## src/rtl/mux_sel_pkg.sv

```systemverilog
// Shared types and helpers for the 4-channel mux select arbiter.
package mux_sel_pkg;

  localparam int N_CH  = 4;
  localparam int SEL_W = 2;

  typedef enum logic [1:0] {
    ST_IDLE  = 2'd0,
    ST_GRANT = 2'd1,
    ST_GAP   = 2'd2
  } state_t;

  function automatic logic [N_CH-1:0] sel_onehot(input logic [SEL_W-1:0] s);
    logic [N_CH-1:0] oh;
    oh    = '0;
    oh[s] = 1'b1;
    return oh;
  endfunction

endpackage

```

## src/rtl/rr_pick.sv

```systemverilog
// Combinational round-robin pick: first requester at or after ptr, wrapping.
module rr_pick
  import mux_sel_pkg::*;
(
  input  logic [N_CH-1:0]  req,
  input  logic [SEL_W-1:0] ptr,
  output logic             found,
  output logic [SEL_W-1:0] pick
);

  logic [N_CH-1:0]  w_rot;
  logic [SEL_W-1:0] w_off;

  // Rotate so ptr lands at bit 0, priority-encode, then add ptr back.
  always_comb begin
    w_rot = '0;
    for (int unsigned k = 0; k < N_CH; k++) begin
      w_rot[k] = req[SEL_W'(ptr + SEL_W'(k))];
    end
    w_off = '0;
    found = 1'b0;
    for (int unsigned k = 0; k < N_CH; k++) begin
      if (w_rot[k] && !found) begin
        found = 1'b1;
        w_off = SEL_W'(k);
      end
    end
    pick = ptr + w_off;
  end

endmodule

```

## src/rtl/mux_sel_arbiter.sv

```systemverilog
// Round-robin burst arbiter driving the select pair of a 4:1 bit mux.
module mux_sel_arbiter
  import mux_sel_pkg::*;
#(
  parameter int BURST_LEN = 8,
  parameter int CNT_W     = 8
) (
  input  logic             clk,
  input  logic             rst,
  input  logic [N_CH-1:0]  req,
  input  logic             out_ready,
  output logic [SEL_W-1:0] sel,
  output logic [N_CH-1:0]  gnt,
  output logic             sel_valid,
  output logic             beat
);

  state_t           r_state, w_state_nxt;
  logic [SEL_W-1:0] r_ptr, w_ptr_nxt;
  logic [SEL_W-1:0] r_sel, w_sel_nxt;
  logic [CNT_W-1:0] r_cnt, w_cnt_nxt;
  logic [N_CH-1:0]  r_gnt;
  logic             r_sel_valid;
  logic             w_found;
  logic [SEL_W-1:0] w_pick;

  rr_pick u_pick (
    .req   (req),
    .ptr   (r_ptr),
    .found (w_found),
    .pick  (w_pick)
  );

  always_comb begin
    w_state_nxt = r_state;
    w_ptr_nxt   = r_ptr;
    w_sel_nxt   = r_sel;
    w_cnt_nxt   = r_cnt;
    case (r_state)
      ST_IDLE: begin
        if (w_found) begin
          w_sel_nxt   = w_pick;
          w_cnt_nxt   = '0;
          w_state_nxt = ST_GRANT;
        end
      end
      ST_GRANT: begin
        // Release takes precedence over a beat in the same cycle.
        if (!req[r_sel]) begin
          w_state_nxt = ST_GAP;
        end else if (out_ready) begin
          w_cnt_nxt = r_cnt + CNT_W'(1);
          if (r_cnt == CNT_W'(BURST_LEN - 1)) begin
            w_state_nxt = ST_GAP;
          end
        end
      end
      ST_GAP: begin
        w_ptr_nxt   = r_sel + SEL_W'(1);
        w_state_nxt = ST_IDLE;
      end
      default: w_state_nxt = ST_IDLE;
    endcase
  end

  always_ff @(posedge clk) begin
    if (rst) begin
      r_state     <= ST_IDLE;
      r_ptr       <= '0;
      r_sel       <= '0;
      r_cnt       <= '0;
      r_gnt       <= '0;
      r_sel_valid <= 1'b0;
    end else begin
      r_state     <= w_state_nxt;
      r_ptr       <= w_ptr_nxt;
      r_sel       <= w_sel_nxt;
      r_cnt       <= w_cnt_nxt;
      r_sel_valid <= (w_state_nxt == ST_GRANT);
      r_gnt       <= (w_state_nxt == ST_GRANT) ? sel_onehot(w_sel_nxt) : '0;
    end
  end

  assign sel       = r_sel;
  assign gnt       = r_gnt;
  assign sel_valid = r_sel_valid;
  assign beat      = r_sel_valid & out_ready;

endmodule

```

## config.mk

```make
export PLATFORM = sky130hd
export DESIGN_NAME = mux_sel_arbiter
export DESIGN_NICKNAME = d
export VERILOG_FILES = /design/src/rtl/mux_sel_pkg.sv /design/src/rtl/rr_pick.sv /design/src/rtl/mux_sel_arbiter.sv
export SDC_FILE = /design/constraint.sdc
export NUM_CORES = 1
export LEC_CHECK = 0
export CAP_MARGIN = 5
export CORE_MARGIN = 5
export CORE_UTILIZATION = 35
export DETAILED_ROUTE_END_ITERATION = 7
export GPL_TIMING_DRIVEN = 1
export PLACE_DENSITY_LB_ADDON = 0.25
export SYNTH_ARGS = -nofsm -noshare
export SYNTH_HDL_FRONTEND = slang
export SYNTH_SLANG_ARGS = --single-unit
```

## constraint.sdc

```tcl
create_clock -name clk -period 1.85 [get_ports clk]
set_input_delay 0.37 -clock clk [delete_from_list [all_inputs] [get_ports clk]]
set_output_delay 0.37 -clock clk [all_outputs]
set_load 0.02 [all_outputs]
```

After elaboration in Yosys (flattened, before gate mapping)
Cells that the tools add are included.
- bitwise logic cells: 2
- equal/unequal tests: 7
- divide/modulo/power cells: 0
- add/subtract/negate cells: 6
- order comparisons: 7
- shift operators: 0
- multiplexer cells: 30
- reduce and logical (&&, ||, !) cells: 11
- multiply operators: 0
- operator list (cell ; count):
    8-bit two-way mux ; 3
    2-bit by 3-bit less-than comparator with 1-bit output (second input constant) ; 6
    2-bit two-way mux ; 8
    8-bit case mux with 2 select lines ; 1
    1-bit two-way mux ; 11
    1-bit binary-select mux with 2-bit select ; 5
    8-bit by 1-bit adder with 8-bit output (second input constant) ; 1
    8-bit by 3-bit == test with 1-bit output (second input constant) ; 1
    2-bit by 1-bit adder with 2-bit output (second input constant) ; 2
    2-bit adder (second input constant) ; 2
    2-bit by 1-bit == test with 1-bit output (second input constant) ; 2
    1-bit logical AND ; 4
    2-bit inequality test (second input constant) ; 2
    2-bit case mux with 2 select lines ; 1
    4-bit AND reduction ; 1
    1-bit logical NOT ; 3
    2-bit adder ; 1
    1-bit demux with 2-bit select ; 1
    2-bit == test (second input constant) ; 1
    2-bit by 1-bit greater-or-equal comparator with 1-bit output (second input constant) ; 1
    2-bit logical NOT ; 1
    2-bit by 1-bit inequality test with 1-bit output (second input constant) ; 1
    2-bit nonzero test ; 1
    2-bit OR reduction ; 1
    2 further kinds ; 2
- logic and storage cells: 69
- memories kept: 0
- bits in latches: 0
- ROM bits: 0
- register bits after elaboration: 19
- input bits: 7
- bits in writable memories: 0

Depth between registers and ports, before layout
Gate-level depths: netlist of run 1.
- depth in word-level cells: 19
- gate-level depth with buffers: 11
- gate-level depth less buffers: 10

Hierarchy
A second synthesis of run 1 with hierarchy kept.
- cell total of the unflattened synthesis: 129
- area, all modules: 1076.0 um^2
- by module, submodules not included (module ; cells each ; times used ; area each (um^2) ; sequential area each (um^2)):
    mux_sel_arbiter ; 104 ; 1 ; 909.6 ; 380.4
    rr_pick ; 25 ; 1 ; 166.4 ; 0.0

Worst setup path before layout of run 1
No wires, ideal clock.
- path type: flip-flop to flip-flop
- start: register r_sel[0] (netlist: sel[0])
- end: register r_cnt[7]
- library setup time: 0.121 ns
- slack: -0.146 ns
- required time: 1.729 ns
- arrival: 1.875 ns
- clock period less this slack: 1.996 ns
- path buffers: 0
- cell stages (with the launch flop): 7
- cells stage by stage: dfxtp_1 > mux4_2 > a32o_1 > and3_4 > nand4_1 > xor2_1 > nor2_1
- word-level cells in the longest chain between the ends: 4
- ends and longest elaborated chain (item ; RTL line ; source):
    start, declared ; mux_sel_arbiter.sv:20 ; logic [SEL_W-1:0] r_sel, w_sel_nxt;
    start signal, assigned ; mux_sel_arbiter.sv:77 ; r_sel <= w_sel_nxt;
    1-bit binary-select mux with 2-bit select ; mux_sel_arbiter.sv:49 ; if (!req[r_sel]) begin
    1-bit two-way mux (implied by the code) ; mux_sel_arbiter.sv:49 ;
    2-bit inequality test (no source line) ; - ;
    4-bit AND reduction (no source line) ; - ;
    end signal, assigned ; mux_sel_arbiter.sv:78 ; r_cnt <= w_cnt_nxt;
    end, declared ; mux_sel_arbiter.sv:21 ; logic [CNT_W-1:0] r_cnt, w_cnt_nxt;
No other way between the ends. The select of a mux whose other input is x is not followed.
A chain may end at the register's enable or synchronous reset.

Worst setup path in the final report of run 1
- start: register r_ptr[0]
- end: register r_gnt[0] (netlist: gnt[0])
- word-level cells in the longest chain between the ends: 19
- elaborated cells on any way between the ends: 37
- those cells by class: 4 x add/sub; 2 x order compare; 1 x eq/ne; 21 x mux; 1 x bitwise; 8 x reduce/logical
- ends and longest elaborated chain (item ; RTL line ; source):
    start, declared ; mux_sel_arbiter.sv:19 ; logic [SEL_W-1:0] r_ptr, w_ptr_nxt;
    start signal, assigned ; mux_sel_arbiter.sv:76 ; r_ptr <= w_ptr_nxt;
    branches (longest 19 deep; another with 2-bit by 1-bit adder with 2-bit output) ; - ;
    end signal, assigned ; mux_sel_arbiter.sv:80 ; r_gnt <= (w_state_nxt == ST_GRANT) ? sel_onehot(w_sel_nxt) : '0;
    end, declared ; mux_sel_arbiter.sv:22 ; logic [N_CH-1:0] r_gnt;
Several ways; the timed one is not identified. The select of a mux whose other input is x is not followed.

==> flow_summary.ini, run 1 <==
[yosys]
ys_ff_latch = 19
yosysSeqAreaShare = 0.370
yosys.area.top_type = dfxtp_1
netlist.area_leader.share = 0.370
synth_compound_area_frac = 0.137
yosys.area_share.adder = 0.0243
async_flop_share = 0
yosys_warnings = 0
yosysUniqueCellTypes = 42
synth_top_family_by_area = simple AND/OR/NAND/NOR gates
synthTopCellsByArea = dfxtp_1, nor2_1, xor2_1
yosys.area_share.simple = 0.279
syn_area_sq_mm = 0.00103
synth-edff-count = 0
synth.avg_cell_area_sq_um = 8.94
syn_inst = 115
synth_mux_area_frac = 0.0438
syn_nets = 124
synth-xor-area-share = 0.0852
synth_top_flop_cell = dfxtp_1

[critical_path]
cp_common_cell = buf_4
critPathSlowestCell = dfxtp_4
cpPeakStageDelay_ps = 380
cp_max_fo = 5
crit_path_end_kind = flop
arrival_ps = 2060
criticalPathCategory = flop to flop
crit_required_ps = 2050
crit_path_start_kind = flop
crit_chain = buf_6 -> buf_4 -> o211ai_1 -> nand3_4 -> ha_4 -> xor2_2 -> xnor2_2 -> buf_4 -> o211a_1

[timing]
rsz0062_at_grt = yes
worst_pin_slew_ps = 316
hold_viol_final = 0
clock.fmax_mhz = 538
finalWorstSetupSlack_ps = -8.51
post-route-period-util = 1.00
min_period_ps = 1860
holdWs_ps = 544
setup_violations = 1
fin_worst_skew_ps = 4.53
slew_headroom = 0.788
final_max_slew_viol_count = 0

[min_path]
worstHoldPathType = flop to flop

[detailed_routing]
viasPerCell = 5.06
ant_nets = 0
vias = 931
routed_wl_microns = 2380
firstDrtPassIters = 4
dr.first_iter.drc_count = 7
wl_per_cell_microns = 12.9
drc = 0

[grt]
antenna_found_initial = 0
met1_usage = 0.149
grt_start_max_net_pins = 12
grt_pass1_wl_microns = 4120
grt_util_all_layers = 0.122
grt_pass1_vias = 942
grt-ovfl-total = 0
use_met3 = 0.0298
use_met2 = 0.207
grt.busiest_layer = met2

[floorplanning]
die-area_sq_mm = 0.00412
fp.coreArea_sq_mm = 0.00278
start_util = 0.370
num_io_pins = 15
die_x_microns = 64.2
chipHeight_microns = 64.2
num_rows = 19

[cts]
clk_latency_ps = 290
cts_hold_buf = 0
cts_buffers = 3
clock_sinks = 19
cts_max_level = 1
clk_pin_slew_ps = 110
cts_buffer_depth = 2
cts_tree = built
root_buffer = clkbuf_4

[placed_design]
dp_hpwl_microns = 1830
portBuffers = 14
gp_congestion = 0.845
dp.cells = 177

[layout]
final_common_cell = buf_4
n_antenna_cell = 0
fin_util = 0.526
drive_above_1_share = 0.379
nets = 163
mostFrequentLayoutCells = buf_4, nor2_1, dfxtp_1, clkdlybuf4s50_1, xor2_1
syn_to_final_growth_pct = 42.3
final_cells = 184

[power_and_ir_drop]
peakVddDrop_mv = 0.727
power_leakage_nw = 0.605
p_int_mw = 0.866
swShare = 0.343
p_sw_mw = 0.452
clkPwrFrac = 0.157
combPwrFrac = 0.472
total_power_mw = 1.32
power_density_mw_per_mm2 = 901
pwr-share-seq = 0.371

[status]
status = finished with violations
violations = negative setup slack

[run]
drv_cap = 0
[cell type report]
type | instances | area, sq um
inverter | 3 | 11.3
clock buffer | 3 | 22.5
timing repair buffer | 42 | 345
fill | 270 | 1320
sequential | 19 | 385
clock inverter | 1 | 5.00
multi-input combinational | 85 | 656
tap | 31 | 38.8
[sequential cells by signal (all words and copies together), names as in the netlist]
name / count
gnt: 4
r_ptr: 2
r_state: 2
sel: 2
sel_valid: 1
r_cnt: 8
[kinds of logic after synthesis]
family / count (synthesis)
simple gates: 53
mux: 2
fa+ha+maj: 2
flops: 19
xor+xnor: 10
compound gates: 18
buf+inv: 11
[metal layers]
layer,part of all wire,wire (microns)
met1,0.46,1100
met2,0.50,1200
met3,0.027,65
met4,0.0076,18
met5,0,0
[worst paths after layout]
check             cells after the start  slack [ps]        to      from
hold / removal                        2         540  r_cnt[7]  r_cnt[7]
setup / recovery                      9          -9    gnt[0]  r_ptr[0]
hold reg to reg                       2         540  r_cnt[7]  r_cnt[7]
setup reg to reg                      9          -9    gnt[0]  r_ptr[0]
[synth_stat cells (all sizes together), types with 2 or more instances]
cell type and n:
xnor2 2, o22ai 4, and2 2, a211oi 4
a31oi 2, nand2 8, dfxtp 19, nor2b 3
or4 3, ha 2, and3 3, buf 8
o21ai 2, inv 3, nand4 3, xor2 8
nand3 3, nand2b 3, nor2 20
[power groups by stage]
stage | logic (mW) | registers (mW) | clock network (mW)
floorplan | 0.289 | 0.542 | 0
global placement | 0.574 | 0.497 | 0
detailed placement | 0.578 | 0.498 | 0
CTS | 0.620 | 0.489 | 0.218
global route | 0.679 | 0.497 | 0.240
finish | 0.622 | 0.489 | 0.207
[what timing repair did]
action	in CTS	in global routing
setup endpoints to repair	15	8
pin swaps	7	12
resized for setup	18	11
buffers inserted	2	1
[metrics by stage]
stage                     setup slack, ps  area [sq um]  setup TNS (ps)
after floorplan                     -78.0          1050            -116
after global placement               -631          1360           -7230
after detailed placement             -707          1360           -8090
after CTS                           -78.2          1450            -134
after global routing                -91.9          1460            -222
final                               -8.51          1460           -8.51
[critical path, delay by kind of cell, from the launching register on]
kind / cells / cell delay (ps)
buf+inv: 3 / 420
flops: 1 / 380
compound gates: 2 / 340
xor+xnor: 2 / 330
fa+ha+maj: 1 / 180
simple gates: 1 / 120
No activity file was read; power rests on OpenSTA's default activity.
==> run 2: changes to the inputs <==
Settings changed: DONT_BUFFER_PORTS set to 1.
==> flow_summary.ini, run 2 (synthesis results as in run 1) <==
[status]
status = finished with violations
violations = negative setup slack

[grt]
grt-ovfl-total = 0
grt_pass1_vias = 755
grt_start_max_net_pins = 11
grt_pass1_wl_microns = 3330
antenna_found_initial = 0
grt_util_all_layers = 0.101

[critical_path]
crit_buf_inv = 1
crit_required_ps = 2030
cpPeakStageDelay_ps = 490
crit_chain = or4_4 -> nand3_4 -> ha_4 -> xor2_4 -> xnor2_4 -> buf_6 -> o211a_1
criticalPathCategory = flop to flop
crit_path_start_kind = flop
cp_top_family = simple AND/OR/NAND/NOR gates
critPathSlowestCell = or4_4
crit_path_end_kind = flop
cp_max_fo = 5
arrival_ps = 2040

[placed_design]
placed_cell_area_sq_mm = 0.00110
gp_congestion = 0.855
portBuffers = 0
dp_hpwl_microns = 1580
dp.cells = 147

[cts]
cts_tree = built
cts_hold_buf = 0
clk_latency_ps = 290
clk_pin_slew_ps = 100
cts_buffers = 3
cts_max_level = 1
clock_sinks = 19
cts_buffer_depth = 2
root_buffer = clkbuf_4

[detailed_routing]
vias = 842
firstDrtPassIters = 4
ant_nets = 0
viasPerCell = 5.47
drc = 0
routed_wl_microns = 2110
wl_per_cell_microns = 13.7
dr.first_iter.drc_count = 25

[run]
drv_cap = 0

[floorplanning]
start_util = 0.370
chipHeight_microns = 64.2
fp.coreArea_sq_mm = 0.00278
num_rows = 19
num_io_pins = 15
die-area_sq_mm = 0.00412
die_x_microns = 64.2

[layout]
top_register = r_cnt
finalInstanceArea_sq_mm = 0.00124
mostFrequentLayoutCells = nor2_1, dfxtp_1, buf_4, nand2_1, xor2_1
nets = 133
drive_above_1_share = 0.309
largest_reg_flops = 8
final_common_cell = nor2_1
n_antenna_cell = 0
syn_to_final_growth_pct = 20.6
fillCellCount = 257
final_cells = 154

[timing]
hold_viol_final = 0
rsz0062_at_grt = yes
setup_violations = 1
clock.fmax_mhz = 537
slew_headroom = 0.804
min_period_ps = 1860
worst_pin_slew_ps = 293
fin_worst_skew_ps = 4.95
post-route-period-util = 1.01
final_max_slew_viol_count = 0
finalWorstSetupSlack_ps = -11.9

[min_path]
worstHoldPathType = input pin to flop

[power_and_ir_drop]
power_leakage_nw = 0.472
power_density_mw_per_mm2 = 943
peakVddDrop_mv = 0.571
[run 2: changes by cell type in the layout (fill, tap and decap cells not counted), sizes merged]
cell	change
buf	-17
clkinv	-1
clkdlybuf4s15	-1
clkbuf	-1
clkdlybuf4s50	-9
dlygate4sd2	-1
[run 2: layer usage]
| layer | global-route usage | wire length [microns] | share of wire | vias to the layer above |
|---|---|---|---|---|
| li1 | - | - | - | 421 |
| met2 | 0.165 | 1050 | 0.50 | 9 |
| met4 | 0.0382 | 28 | 0.013 | 0 |
| met1 | 0.122 | 939 | 0.44 | 408 |
| met3 | 0.0333 | 88 | 0.042 | 4 |
| met5 | 0 | 0 | 0 | - |
[run 2: final timing paths]
check                           cells past startpoint  endpoint  startpoint  slack (ps)
worst max-delay path                                7    gnt[0]    r_ptr[0]         -10
worst min-delay path                                1  r_ptr[0]         rst         130
worst max register to register                      7    gnt[0]    r_ptr[0]         -10
worst min register to register                      2  r_cnt[7]    r_cnt[7]         520
[run 2: per-stage QoR]
step                      setup TNS, ps  power [mW]  setup WS [ps]  hold WS, ps   util
final                             -11.9        1.17          -11.9          132  0.446
after global routing               -229        1.25          -64.6          108  0.446
after floorplan                    -116       0.831          -78.0          474      -
after CTS                         -69.0        1.14          -37.9          123  0.421
after global placement            -29.2       0.903          -29.2          440  0.397
after detailed placement           -125       0.909           -125          443  0.397
[run 2: layout make-up]
cell class	instances	area, sq um	area share
clock buffer	4	26.3	0.0212
sequential	19	385	0.311
tap	31	38.8	0.0313
multi-input combinational	85	681	0.549
timing repair buffer	12	97.6	0.0787
inverter	3	11.3	0.00908
[run 2: timing repair]
item / CTS / global route
pin swaps: 6 / 5
gates resized for setup: 7 / 10
endpoints found under the setup margin: 1 / 5
setup buffers: 3 / 0
[run 2: where the power goes]
group	switching, mW	total [mW]	internal [mW]	leakage [nW]
clock network	0.112	0.196	0.0837	0.0150
registers	0.0641	0.524	0.460	0.156
logic	0.235	0.449	0.215	0.301
total	0.411	1.17	0.758	0.472
==> run 3: changes to the inputs <==
Settings changed: CAP_MARGIN 5 to unset, CORE_MARGIN 5 to 2.
==> flow_summary.ini, run 3 (synthesis results as in run 1) <==
[grt]
grt_pass1_wl_microns = 3510
antenna_found_initial = 0
grt_start_max_net_pins = 12
grt_pass1_vias = 810
grt-ovfl-total = 0
grt_util_all_layers = 0.135

[floorplanning]
num_io_pins = 15
die_x_microns = 58.2
fp.coreArea_sq_mm = 0.00278
chipHeight_microns = 58.2
start_util = 0.370
die-area_sq_mm = 0.00339
num_rows = 19

[power_and_ir_drop]
power_leakage_nw = 0.458
power_density_mw_per_mm2 = 945
peakVddDrop_mv = 0.552
total_power_mw = 1.15

[min_path]
worstHoldPathType = input pin to flop

[layout]
regArea_sq_um = 383
syn_to_final_growth_pct = 18.0
fillCellCount = 281
largest_reg_flops = 8
final_common_cell = nor2_1
final_cells = 151
nets = 130
mostFrequentLayoutCells = nor2_1, dfxtp_1, buf_4, xor2_1, nand2_1
multi_input_area_sq_um = 682
drive_above_1_share = 0.342
top_register = r_cnt
n_antenna_cell = 0

[cts]
cts_max_level = 1
root_buffer = clkbuf_4
cts_hold_buf = 0
clk_pin_slew_ps = 110
clock_sinks = 19
cts_buffers = 3
clk_latency_ps = 290
cts_buffer_depth = 2
cts_tree = built

[timing]
clock.fmax_mhz = 554
finalWorstSetupSlack_ps = 44.2
post-route-period-util = 0.976
setup_violations = 0
hold_viol_final = 0
worst_pin_slew_ps = 330
min_period_ps = 1810
final_max_slew_viol_count = 0
slew_headroom = 0.779
rsz0062_at_grt = yes
fin_worst_skew_ps = 3.89

[placed_design]
dp_hpwl_microns = 1460
gp_congestion = 0.784
dp_slack_ps = -103
portBuffers = 0
dp.cells = 145

[critical_path]
arrival_ps = 1990
crit_path_start_kind = flop
criticalPathCategory = flop to flop
crit_path_end_kind = flop
crit_required_ps = 2040
cp_max_fo = 5

[detailed_routing]
drc = 0
vias = 812
ant_nets = 0
firstDrtPassIters = 4
wl_per_cell_microns = 13.6
viasPerCell = 5.38
dr.first_iter.drc_count = 10
routed_wl_microns = 2050

[status]
status = completed

[run]
drv_cap = 0
==> run 3: layout make-up <==
type / count / share of cell area
tap: 31 / 0.0320
multi-input combinational: 85 / 0.562
clock inverter: 1 / 0.00412
clock buffer: 3 / 0.0186
inverter: 3 / 0.00928
sequential: 19 / 0.315
timing repair buffer: 9 / 0.0588
==> run 3: final timing paths <==
path              startpoint  cells past startpoint  slack, ps        to
hold reg to reg     r_cnt[7]                      2        540  r_cnt[7]
setup reg to reg      sel[0]                      6         40  r_cnt[7]
hold / removal           rst                      1        130    sel[1]
setup / recovery      sel[0]                      6         40  r_cnt[7]
==> run 3: worst max-delay path, stage by stage (launching register included) <==
cell and delay (ps):
dfxtp_2 360, mux4_2 550, a32o_2 300, and3_4 190
nand4_1 100, xor2_1 150, nor2_1 50
==> run 3: stage by stage <==
stage / hold slack (ps) / TNS [ps] / instance area (sq um) / utilization
after floorplan: 474 / -116 / 1050 / -
after global routing: 109 / -80.5 / 1210 / 0.436
after detailed placement: 440 / -107 / 1090 / 0.391
after global placement: 441 / -34.1 / 1090 / 0.391
final: 126 / 0 / 1210 / 0.436
after CTS: 120 / 0 / 1170 / 0.422
==> run 3: power breakdown <==
group          total (mW)  leakage (nW)  internal (mW)  switching (mW)
clock               0.208        0.0177         0.0804           0.127
sequential          0.523         0.156          0.460          0.0629
combinational       0.416         0.285          0.193           0.223
==> run 3: routing by layer <==
| layer | track usage | up-vias | part of all wire |
|---|---|---|---|
| li1 | - | 416 | - |
| met1 | 0.156 | 376 | 0.47 |
| met2 | 0.214 | 16 | 0.47 |
| met3 | 0.0469 | 4 | 0.041 |
| met4 | 0.0797 | 0 | 0.021 |
| met5 | 0 | - | 0 |
==> run 3: timing repair <==
action / CTS / global route
resized for setup: 10 / 9
setup endpoints to repair: 1 / 5
buffers inserted: 2 / 0
pin swaps: 7 / 8
